<file path="src/rtl/chi_rn_pkg.sv">
// Shared definitions for the CHI request-node engine: request opcodes and slot states.
`timescale 1ns/1ps
package chi_rn_pkg;

    localparam logic [3:0] CHI_OP_READ  = 4'b0001;
    localparam logic [3:0] CHI_OP_WRITE = 4'b0010;

    typedef enum logic [1:0] {
        FREE,
        ALLOC,
        OUTST
    } slot_state_t;

endpackage

</file>
<file path="src/rtl/chi_rn_txn_tracker.sv">
// Slot table for outstanding CHI transactions: slot state, write flag, response timers,
// lowest-free-slot allocation and single-winner completion arbitration.
`timescale 1ns/1ps
module chi_rn_txn_tracker
    import chi_rn_pkg::*;
#(
    parameter int unsigned NUM_TXN = 4,
    parameter int unsigned TXNID_W = $clog2(NUM_TXN),
    parameter int unsigned TIMEOUT = 1024
) (
    input  logic               clk,
    input  logic               reset,
    input  logic               i_alloc,
    input  logic               i_alloc_write,
    output logic               o_any_free,
    output logic [TXNID_W-1:0] o_free_idx,
    input  logic               i_issue,
    input  logic [TXNID_W-1:0] i_issue_idx,
    input  logic               i_rsp_valid,
    input  logic [TXNID_W-1:0] i_rsp_txnid,
    output logic               o_cpl_fire,
    output logic [TXNID_W-1:0] o_cpl_idx,
    output logic               o_cpl_err,
    output logic               o_cpl_write,
    output logic               o_spurious,
    output logic [TXNID_W:0]   o_outstanding
);

    localparam int unsigned TIMER_W = $clog2(TIMEOUT + 1);
    localparam logic [TIMER_W-1:0] TIMER_MAX = TIMER_W'(TIMEOUT);

    slot_state_t        r_state [NUM_TXN];
    logic [TIMER_W-1:0] r_timer [NUM_TXN];
    logic [NUM_TXN-1:0] r_write;

    logic               w_any_free;
    logic [TXNID_W-1:0] w_free_idx;
    logic               w_any_to;
    logic [TXNID_W-1:0] w_to_idx;
    logic               w_rsp_hit;
    logic               w_cpl_fire;
    logic [TXNID_W-1:0] w_cpl_idx;
    logic [TXNID_W:0]   w_count;

    // Descending scans so the lowest matching index is the one left standing.
    always_comb begin
        w_any_free = 1'b0;
        w_free_idx = '0;
        w_any_to   = 1'b0;
        w_to_idx   = '0;
        w_count    = '0;
        for (int i = NUM_TXN - 1; i >= 0; i--) begin
            if (r_state[i] == FREE) begin
                w_any_free = 1'b1;
                w_free_idx = TXNID_W'(i);
            end
            if (r_state[i] == OUTST && r_timer[i] == TIMER_MAX) begin
                w_any_to = 1'b1;
                w_to_idx = TXNID_W'(i);
            end
            if (r_state[i] != FREE) begin
                w_count = w_count + (TXNID_W + 1)'(1);
            end
        end
    end

    // A matching response always beats any timeout, including one on the same slot.
    assign w_rsp_hit  = i_rsp_valid && (r_state[i_rsp_txnid] == OUTST);
    assign w_cpl_fire = w_rsp_hit || w_any_to;
    assign w_cpl_idx  = w_rsp_hit ? i_rsp_txnid : w_to_idx;

    assign o_any_free    = w_any_free;
    assign o_free_idx    = w_free_idx;
    assign o_cpl_fire    = w_cpl_fire;
    assign o_cpl_idx     = w_cpl_idx;
    assign o_cpl_err     = !w_rsp_hit;
    assign o_cpl_write   = r_write[w_cpl_idx];
    assign o_spurious    = i_rsp_valid && !w_rsp_hit;
    assign o_outstanding = w_count;

    always_ff @(posedge clk or posedge reset) begin
        if (reset) begin
            for (int i = 0; i < NUM_TXN; i++) begin
                r_state[i] <= FREE;
                r_timer[i] <= '0;
            end
            r_write <= '0;
        end else begin
            for (int i = 0; i < NUM_TXN; i++) begin
                if (r_state[i] == OUTST && r_timer[i] != TIMER_MAX) begin
                    r_timer[i] <= r_timer[i] + TIMER_W'(1);
                end
                if (w_cpl_fire && w_cpl_idx == TXNID_W'(i)) begin
                    r_state[i] <= FREE;
                end
                if (i_issue && i_issue_idx == TXNID_W'(i)) begin
                    r_state[i] <= OUTST;
                    r_timer[i] <= '0;
                end
                if (i_alloc && w_free_idx == TXNID_W'(i)) begin
                    r_state[i] <= ALLOC;
                    r_write[i] <= i_alloc_write;
                end
            end
        end
    end

endmodule

</file>
<file path="src/rtl/chi_rn_req_engine.sv">
// Multi-outstanding CHI request-node engine: accepts master commands, issues them with a
// slot TXNID, and reports response or timeout completions back to the master.
`timescale 1ns/1ps
module chi_rn_req_engine
    import chi_rn_pkg::*;
#(
    parameter int unsigned ADDR_W  = 32,
    parameter int unsigned DATA_W  = 32,
    parameter int unsigned NUM_TXN = 4,
    parameter int unsigned TXNID_W = $clog2(NUM_TXN),
    parameter int unsigned TIMEOUT = 1024
) (
    input  logic               clk,
    input  logic               reset,
    input  logic               i_cmd_valid,
    output logic               o_cmd_ready,
    input  logic               i_cmd_write,
    input  logic [ADDR_W-1:0]  i_cmd_addr,
    input  logic [DATA_W-1:0]  i_cmd_wdata,
    output logic               o_req_valid,
    input  logic               i_req_ready,
    output logic [3:0]         o_req_opcode,
    output logic [ADDR_W-1:0]  o_req_addr,
    output logic [DATA_W-1:0]  o_req_wdata,
    output logic [TXNID_W-1:0] o_req_txnid,
    input  logic               i_rsp_valid,
    input  logic [TXNID_W-1:0] i_rsp_txnid,
    input  logic [DATA_W-1:0]  i_rsp_rdata,
    output logic               o_cpl_valid,
    output logic [TXNID_W-1:0] o_cpl_txnid,
    output logic               o_cpl_write,
    output logic [DATA_W-1:0]  o_cpl_rdata,
    output logic               o_cpl_err,
    output logic               o_err_spurious,
    output logic [TXNID_W:0]   o_outstanding
);

    logic               r_req_valid;
    logic [3:0]         r_req_opcode;
    logic [ADDR_W-1:0]  r_req_addr;
    logic [DATA_W-1:0]  r_req_wdata;
    logic [TXNID_W-1:0] r_req_txnid;

    logic               r_cpl_valid;
    logic [TXNID_W-1:0] r_cpl_txnid;
    logic               r_cpl_write;
    logic [DATA_W-1:0]  r_cpl_rdata;
    logic               r_cpl_err;
    logic               r_err_spurious;

    logic               w_any_free;
    logic [TXNID_W-1:0] w_free_idx;
    logic               w_accept;
    logic               w_handshake;
    logic               w_cpl_fire;
    logic [TXNID_W-1:0] w_cpl_idx;
    logic               w_cpl_err;
    logic               w_cpl_write;
    logic               w_spurious;

    // The request register may be reloaded in the same cycle its current beat is taken.
    assign o_cmd_ready = (!r_req_valid || i_req_ready) && w_any_free;
    assign w_accept    = i_cmd_valid && o_cmd_ready;
    assign w_handshake = r_req_valid && i_req_ready;

    chi_rn_txn_tracker #(
        .NUM_TXN (NUM_TXN),
        .TXNID_W (TXNID_W),
        .TIMEOUT (TIMEOUT)
    ) u_tracker (
        .clk           (clk),
        .reset         (reset),
        .i_alloc       (w_accept),
        .i_alloc_write (i_cmd_write),
        .o_any_free    (w_any_free),
        .o_free_idx    (w_free_idx),
        .i_issue       (w_handshake),
        .i_issue_idx   (r_req_txnid),
        .i_rsp_valid   (i_rsp_valid),
        .i_rsp_txnid   (i_rsp_txnid),
        .o_cpl_fire    (w_cpl_fire),
        .o_cpl_idx     (w_cpl_idx),
        .o_cpl_err     (w_cpl_err),
        .o_cpl_write   (w_cpl_write),
        .o_spurious    (w_spurious),
        .o_outstanding (o_outstanding)
    );

    always_ff @(posedge clk or posedge reset) begin
        if (reset) begin
            r_req_valid  <= 1'b0;
            r_req_opcode <= '0;
            r_req_addr   <= '0;
            r_req_wdata  <= '0;
            r_req_txnid  <= '0;
        end else if (w_accept) begin
            r_req_valid  <= 1'b1;
            r_req_opcode <= i_cmd_write ? CHI_OP_WRITE : CHI_OP_READ;
            r_req_addr   <= i_cmd_addr;
            r_req_wdata  <= i_cmd_write ? i_cmd_wdata : '0;
            r_req_txnid  <= w_free_idx;
        end else if (w_handshake) begin
            r_req_valid  <= 1'b0;
        end
    end

    always_ff @(posedge clk or posedge reset) begin
        if (reset) begin
            r_cpl_valid    <= 1'b0;
            r_cpl_txnid    <= '0;
            r_cpl_write    <= 1'b0;
            r_cpl_rdata    <= '0;
            r_cpl_err      <= 1'b0;
            r_err_spurious <= 1'b0;
        end else begin
            r_cpl_valid    <= w_cpl_fire;
            r_cpl_txnid    <= w_cpl_fire ? w_cpl_idx : '0;
            r_cpl_write    <= w_cpl_fire && w_cpl_write;
            r_cpl_err      <= w_cpl_fire && w_cpl_err;
            r_cpl_rdata    <= (w_cpl_fire && !w_cpl_err && !w_cpl_write) ? i_rsp_rdata : '0;
            r_err_spurious <= w_spurious;
        end
    end

    assign o_req_valid    = r_req_valid;
    assign o_req_opcode   = r_req_opcode;
    assign o_req_addr     = r_req_addr;
    assign o_req_wdata    = r_req_wdata;
    assign o_req_txnid    = r_req_txnid;
    assign o_cpl_valid    = r_cpl_valid;
    assign o_cpl_txnid    = r_cpl_txnid;
    assign o_cpl_write    = r_cpl_write;
    assign o_cpl_rdata    = r_cpl_rdata;
    assign o_cpl_err      = r_cpl_err;
    assign o_err_spurious = r_err_spurious;

endmodule
</file>
<file path="config.mk">
export PLATFORM = sky130hd
export DESIGN_NAME = chi_rn_req_engine
export DESIGN_NICKNAME = d
export VERILOG_FILES = /design/src/rtl/chi_rn_pkg.sv /design/src/rtl/chi_rn_txn_tracker.sv /design/src/rtl/chi_rn_req_engine.sv
export SDC_FILE = /design/constraint.sdc
export NUM_CORES = 1
export LEC_CHECK = 0
export BUFFER_PORTS_ARGS = -buffer_cell sky130_fd_sc_hd__buf_2
export CAP_MARGIN = 20
export CORE_MARGIN = 1
export CORE_UTILIZATION = 56
export DETAILED_ROUTE_END_ITERATION = 8
export PLACE_DENSITY_LB_ADDON = 0.12
export SLEW_MARGIN = 15
export SYNTH_ARGS = -nofsm -noshare
export SYNTH_HDL_FRONTEND = slang
export SYNTH_SLANG_ARGS = --single-unit
</file>
<file path="constraint.sdc">
create_clock -name clk -period 9 [get_ports clk]
set_input_delay 1.8 -clock clk [delete_from_list [all_inputs] [get_ports clk]]
set_output_delay 1.8 -clock clk [all_outputs]
set_load 0.02 [all_outputs]
</file>
==> metrics.md, run 1 <==
| Metric | Value |
|---|---|
| Placed Cells | `approximately 1000` |
| Dpl hpwl | `between 10000 and 15000 um` |
| RSZ-0062 raised after global routing | `false` |
| Antenna viol nets, final | `0` |
| Combinational family with the most area after synthesis | `simple AND/OR/NAND/NOR gates` |
| Area of the multi-input gates | `a little under 3000 um2` |
| Starting DRT DRC Count | `between 300 and 400` |
| # resized after CTS | `0` |
| Total Wirelength | `about 16000 um` |
| Clock sink total | `approximately 160` |
| Global-route wire length before repair | `25200 um` |
| Non-Filler Instances | `between 1000 and 1500` |
| Worst Clk Skew | `0.00881 ns` |
| CP required | `slightly above 7 ns` |
| Vias | `approximately 5600` |
| Fin crit period | `roughly 4.4 ns` |
| I/O Pins | `between 200 and 250` |
| Fin nets | `1007` |
| Die width | `between 100 and 150 um` |
| Largest net degree at the start of global routing | `~100` |
| Period utilization | `slightly below 50%` |
| Fraction of synthesis flops using an asynchronous set or reset pin | `100%` |
| Synth Area in Adders | `2.24%` |
| Commonest cells after routing, fill and taps aside | `214 x buf_2, 163 x dfrtp_1, 127 x nand2_1, 68 x nor2_1, 38 x mux2_2` |
| Synthesized area per cell | `10.6 um2` |
| CP Class | `input pin to output pin` |
| Reg2reg path depth | `9` |
| Hold path start | `o_req_wdata[7]$_DFFE_PP0P_` |
| CP startpoint | `i_req_ready` |
| Pre-Repair DR Iteration Count | `5` |
| Simple-Gate Fraction of Synth Area | `between 10% and 20%` |
| Status | `completed` |
| Ant diodes | `0` |
| Worst slew margin | `between 30 and 40%` |
| Final-report setup violation count | `0` |
| Xor-xnor portion of the synthesized cell area | `4.96%` |
| R2r startpoint | `u_tracker.r_timer[33]$_DFFE_PP0P_` |
| Layout cell share with drive strength beyond 1 | `between 30% and 40%` |
| Yosys warning total | `0` |
| Primary FF master, synth | `dfrtp_1` |
| # DRC | `0` |
| Register Area | `between 4000 and 5000 um2` |
| Setup tns final | `0 ns` |
| Clock buffer depth | `2` |
| GR Overflow Total | `0` |
| Highest clock rate | `230 MHz` |
| P per Cell Area | `between 300 and 400 nW/um2` |
| Max-Cap Viols | `0` |
| Vias in the first global route | `between 5000 and 6000` |
| Final Wtd Congestion | `between 0.8 and 0.9` |
| Setup bufs post-CTS | `0` |
| Finished layout cell area | `roughly 9000 um2` |
| # rows | `41` |
| CP Max Fanout | `4` |
| Initial Util | `roughly 57%` |
| Synth Area in Compound Gates | `under 10%` |
| Post-synth EDFFs | `0` |
| Area delta synth->final | `24.2%` |
| Die Y | `116 um` |
| CTS root buf | `clkbuf_16` |
| Finished Core Util | `just over 70%` |
| Clk slew on worst S/H paths | `approximately 0.06 ns` |
| Synth unique cells | `55` |
| Tightest Pin Transition | `between 0.9 and 1 ns` |
| Hold Path Depth | `2` |
| Placed cell area | `approximately 8400 um2` |
| Core Footprint | `about 13000 um2` |
| Yosys reg bits | `~160` |
| Die area | `13400 um2` |
| Type of the tightest min-delay check | `flip-flop to flip-flop` |
| Htree depth | `4` |
| Total CTS buffers | `17` |
| Cells after Synth | `between 600 and 700` |
| Final hold vios | `0` |
| GRT Overall Usage | `between 20% and 30%` |
| Vias per Instance | `5.21` |
| Port Buffers | `between 200 and 250` |
| Filler Cell Count | `958` |
| Commonest non-fill, non-tap cell in the layout | `buf_2` |
| Max-slew violations | `0` |
| Synth Cell Area | `~7200 um2` |
| Critical Path End Type | `output pin` |
| Portion of netlist area occupied by mux cells | `slightly below 6%` |
| Seq/Total Area, Yosys | `around 56%` |
| Initial antenna violation count | `2` |
| Clock latency at the later pin of the worst-skew pair | `around 0.43 ns` |
| Arrival time worst endpoint | `roughly 2.6 ns` |
| Worst VDD drop | `0.000219 V` |
| Lkg Pwr | `around 4.5 nW` |
| Crit start category | `input pin` |
| Drt wl/cell | `approximately 15 um` |
| CTS tree | `yes` |
| Hold Buf Count CTS | `0` |
==> critical path, cell delays in order <==
cell     delay (ns)
buf_2          0.11
nor2b_1        0.06
a31oi_1        0.33
buf_2          0.25
==> routing by layer <==
metal | track usage (%) | up-vias | wire length, um | part of all wire (%)
li1 | - | 2706 | - | -
met3 | 8.89 | 23 | 1280 | 8.0
met2 | 39.6 | 204 | 7690 | 48
met4 | 7.69 | 2 | 204 | 1.3
met5 | 0 | - | 10 | 0.063
met1 | 31.2 | 2661 | 6780 | 42
==> area by class of cell <==
| cell class | count | share of cell area, % |
|---|---|---|
| clock buffer | 19 | 5.03 |
| sequential | 163 | 45.3 |
| tap | 172 | 2.39 |
| inverter | 17 | 0.765 |
| multi-input combinational | 471 | 32.7 |
| clock inverter | 13 | 1.42 |
| timing repair buffer | 220 | 12.4 |
==> cell usage after synthesis (2+ instances only) <==
library cell | count | area share (%)
dfrtp_1 | 163 | 56
nand2_1 | 128 | 6.6
nor2_1 | 68 | 3.5
mux2_2 | 38 | 5.9
o21ai_0 | 37 | 2.6
a21oi_2 | 30 | 3.6
clkbuf_1 | 24 | 1.2
xor2_1 | 24 | 2.9
xnor2_1 | 17 | 2.1
inv_1 | 16 | 0.83
a21oi_1 | 14 | 0.97
and3_1 | 14 | 1.2
ha_1 | 13 | 2.2
nand3_1 | 9 | 0.62
nand4_1 | 9 | 0.78
nor4_1 | 8 | 0.69
buf_6 | 6 | 0.93
nor2b_1 | 6 | 0.52
nor3_1 | 6 | 0.41
nand2b_1 | 4 | 0.35
or3_1 | 4 | 0.35
a21o_1 | 3 | 0.31
a311oi_1 | 3 | 0.36
and4_1 | 3 | 0.36
and4bb_2 | 2 | 0.35
buf_4 | 2 | 0.21
nor4b_1 | 2 | 0.24
or2_2 | 2 | 0.17
==> cell families after synthesis <==
kind of cell | count (synthesis)
simple gates | 277
flops | 163
compound gates | 100
buf+inv | 49
xor+xnor | 41
mux | 38
fa+ha+maj | 13
other cells | 1
==> state kept, by name, indices dropped and copies added, names as in the netlist, 4 cells and up <==
signal,flops
u_tracker.r_timer,44
o_cpl_rdata,32
o_req_addr,32
o_req_wdata,32
u_tracker.r_state,8
u_tracker.r_write,4
==> worst paths after layout <==
| kind | endpoint | slack, ns |
|---|---|---|
| max in group asynchronous | u_tracker.r_timer[37]$_DFFE_PP0P_ | 6.12 |
| min in group asynchronous | o_req_wdata[24]$_DFFE_PP0P_ | 1.56 |
| worst min-delay path | o_req_wdata[7]$_DFFE_PP0P_ | 0.47 |
| worst max-delay path | o_cmd_ready | 4.65 |
| worst min register to register | o_req_wdata[7]$_DFFE_PP0P_ | 0.47 |
| worst max register to register | o_cpl_write$_DFF_PP0_ | 6.20 |
==> where the power goes <==
part,internal [W],switching [W]
combinational,0.000477,0.000775
sequential,0.00101,0.000211
clock,0.000399,0.000302
total,0.00188,0.00129
==> stage by stage <==
step / power [W] / hold slack (ns) / setup slack [ns]
floorplan: 0.00208 / 0.471 / 2.80
CTS: 0.00319 / 0.483 / 4.65
global placement: 0.00243 / 0.458 / 4.62
global route: 0.00337 / 0.503 / 4.56
detailed placement: 0.00248 / 0.468 / 4.65
finish: 0.00317 / 0.475 / 4.65
(Power assumes the default switching activity.)
==> run 2, diff against run 1 <==
--- a/config.mk
+++ b/config.mk
@@ -8,7 +8,7 @@
 export BUFFER_PORTS_ARGS = -buffer_cell sky130_fd_sc_hd__buf_2
 export CAP_MARGIN = 20
 export CORE_MARGIN = 1
-export CORE_UTILIZATION = 56
+export CORE_UTILIZATION = 47
 export DETAILED_ROUTE_END_ITERATION = 8
 export PLACE_DENSITY_LB_ADDON = 0.12
 export SLEW_MARGIN = 15
==> constraint.sdc (replaced) <==
create_clock -name clk -period 4 [get_ports clk]
set_input_delay 0.8 -clock clk [delete_from_list [all_inputs] [get_ports clk]]
set_output_delay 0.8 -clock clk [all_outputs]
set_load 0.02 [all_outputs]
==> run 2 against run 1 <==
Net effect:
- non-clock buffer count is the same
- sequential share of layout area shrank 0.12 points
- clock-buffer cell count shrank 1
- clock skew grew 0.0012 ns
- via count grew 0.68%
- final cell count grew 1.5%
- sequential power grew 130%
- critical path type is now flip-flop to output pin
- largest cell class unchanged
- highest routed layer is now met4
==> metrics.md, run 2 (synthesis results as in run 1) <==
| Metric | Value |
|---|---|
| RSZ-0062 raised after global routing | `false` |
| Global-route wire length before repair | `roughly 27000 um` |
| CP startpoint | `u_tracker.r_state[3]$_DFFE_PP0P_` |
| Die area | `approximately 16000 um2` |
| Tightest Pin Transition | `approximately 0.92 ns` |
| Drt wl/cell | `~15 um` |
| Critical Path End Type | `output pin` |
| Period utilization | `between 80 and 90%` |
| Dpl hpwl | `around 11000 um` |
| Starting DRT DRC Count | `approximately 230` |
| Clock power frac | `about 22%` |
| Commonest cells after routing, fill and taps aside | `214 x buf_2, 163 x dfrtp_1, 127 x nand2_1, 68 x nor2_1, 38 x mux2_2` |
| Crit start category | `flip-flop` |
| I/O Pins | `between 200 and 250` |
| Total Wirelength | `16200 um` |
| CP required | `3.20 ns` |
| Fin nets | `~1000` |
| Die width | `approximately 130 um` |
| Htree depth | `4` |
| Commonest non-fill, non-tap cell in the layout | `buf_2` |
| Final-report setup violation count | `0` |
| GR Overflow Total | `0` |
| Port Buffers | `roughly 210` |
| Ant diodes | `0` |
| CTS tree | `yes` |
| Area delta synth->final | `24.6%` |
| Highest clock rate | `~300 MHz` |
| Worst Clk Skew | `between 0.01 and 0.015 ns` |
| CP Cell Sequence | `or2_2, ha_1, xnor2_1, ha_1, mux2_2, buf_2` |
| Most used cell, CP | `ha_1` |
| Clock latency at the later pin of the worst-skew pair | `about 0.42 ns` |
| Layout cell share with drive strength beyond 1 | `36.9%` |
| Arrival time worst endpoint | `~2.5 ns` |
| Clock buffer depth | `2` |
| Type of the tightest min-delay check | `flip-flop to flip-flop` |
| Filler Cell Count | `between 1000 and 1500` |
| Hold Buf Count CTS | `0` |
| Core Footprint | `around 15000 um2` |
| Fin crit period | `approximately 3.3 ns` |
| CP Max Fanout | `5` |
| Vias | `approximately 5600` |
| Non-Filler Instances | `1091` |
| Final hold vios | `0` |
| GRT Overall Usage | `21.5%` |
| Setup tns final | `0 ns` |
| Reg2reg path depth | `10` |
| Minimum hold slack | `0.482 ns` |
| Antenna viol nets, final | `0` |
| Max reg flops | `between 40 and 50` |
| Clk slew on worst S/H paths | `0.07 ns` |
| Flop pwr share | `between 30% and 40%` |
| P per Cell Area | `approximately 800 nW/um2` |
| Placed Cells | `between 1000 and 1500` |
| Initial Util | `47.8%` |
| # DRC | `0` |
| Int Pwr | `between 0.004 and 0.005 W` |
| Largest net degree at the start of global routing | `~160` |
| Switching share of power | `41.2%` |
| Clock sink total | `163` |
| Initial antenna violation count | `0` |
| Register with the most flip-flops | `u_tracker.r_timer` |
| CP delay by family, top | `adder cells` |
| CTS root buf | `clkbuf_16` |
| Total CTS buffers | `17` |
| CP Class | `flip-flop to output pin` |
| # rows | `45` |
| Die Y | `roughly 130 um` |
| Final Wtd Congestion | `roughly 0.81` |
| Worst VDD drop | `~0.00045 V` |
| Status | `completed` |
| # resized after CTS | `0` |
| Net switching power figure | `between 0.002 and 0.003 W` |
| Max-Cap Viols | `0` |
| Reg2reg setup slack | `just over 0.8 ns` |
| Vias per Instance | `a little over 5` |
| Setup bufs post-CTS | `0` |
| Slowest CP cell | `dfrtp_1` |
| Worst slew margin | `about two fifths` |
| Reg-to-Reg End | `o_cpl_rdata[31]$_DFF_PP0_` |
| Pre-Repair DR Iteration Count | `4` |
| R2r startpoint | `u_tracker.r_timer[33]$_DFFE_PP0P_` |
| Number of buffers and inverters on the critical path | `1` |
| Worst setup endpoint | `o_outstanding[1]` |
| Max-slew violations | `0` |
| Stages on worst setup path | `6` |
| Vias in the first global route | `around 5700` |
| Logic pwr share | `39.7%` |
| Lkg Pwr | `4.48 nW` |
| Critical Path Max Stage Delay | `about 0.44 ns` |
## run 2: cell count changes in the layout (fill, tap and decap cells not counted), sizes merged
cell	delta
inv	+3
clkinvlp	+3
clkinv	-4
bufinv	-1
clkbuf	-1
## run 2: metrics by stage
stage	instance area (um2)	utilization [%]	total power, W	setup slack [ns]
final	9020	59.6	0.00712	0.698
after global routing	9020	59.6	0.00763	0.540
after CTS	9020	59.6	0.00719	0.692
after detailed placement	8460	55.9	0.00561	0.770
after global placement	8460	55.9	0.00552	0.917
after floorplan	7250	-	0.00467	1.13
## run 2: final cells by class
class / instances / area (um2) / share of cell area [%]
clock buffers: 18 / 439 / 4.87
clock inverters: 14 / 121 / 1.34
inverters: 17 / 67.6 / 0.749
multi-input cells: 471 / 2940 / 32.6
flip-flops and latches: 163 / 4080 / 45.2
well taps: 188 / 235 / 2.61
repair buffers: 220 / 1140 / 12.6
## run 2: power by group through the flow
| stage | combinational (W) | clock, W | sequential (W) |
|---|---|---|---|
| floorplan | 0.00152 | 0 | 0.00315 |
| global placement | 0.00280 | 0 | 0.00273 |
| detailed placement | 0.00286 | 0 | 0.00275 |
| CTS | 0.00287 | 0.00158 | 0.00274 |
| global route | 0.00313 | 0.00166 | 0.00284 |
| finish | 0.00283 | 0.00154 | 0.00275 |
## run 2: how the worst min path moves through the flow
stage	startpoint	end	slack, ns	cells past startpoint
CTS	o_req_wdata[2]$_DFFE_PP0P_	o_req_wdata[2]$_DFFE_PP0P_	0.49	2
finish	o_req_wdata[16]$_DFFE_PP0P_	o_req_wdata[16]$_DFFE_PP0P_	0.48	2
detailed placement	o_req_wdata[2]$_DFFE_PP0P_	o_req_wdata[2]$_DFFE_PP0P_	0.47	2
floorplan	u_tracker.r_write[1]$_DFFE_PP0P_	u_tracker.r_write[1]$_DFFE_PP0P_	0.47	1
global route	o_req_addr[28]$_DFFE_PP0P_	o_req_addr[28]$_DFFE_PP0P_	0.51	1
global placement	o_req_wdata[16]$_DFFE_PP0P_	o_req_wdata[16]$_DFFE_PP0P_	0.46	2
## run 2: worst reg2reg max path, cell delays in order (launching register included)
cell,delay (ns)
dfrtp_1,0.42
inv_1,0.07
ha_1,0.14
or4bb_1,0.45
nor4_1,0.55
nor2_1,0.12
a22oi_2,0.25
inv_1,0.15
a211o_1,0.53
buf_12,0.29
a21oi_1,0.14
## run 2: layer usage
metal / vias up / track usage, % / wire length [um]
met4: 0 / 5.39 / 140
li1: 2701 / - / -
met1: 2735 / 26.6 / 7230
met2: 182 / 35.5 / 7660
met3: 16 / 8.16 / 1180
met5: - / 0 / 0
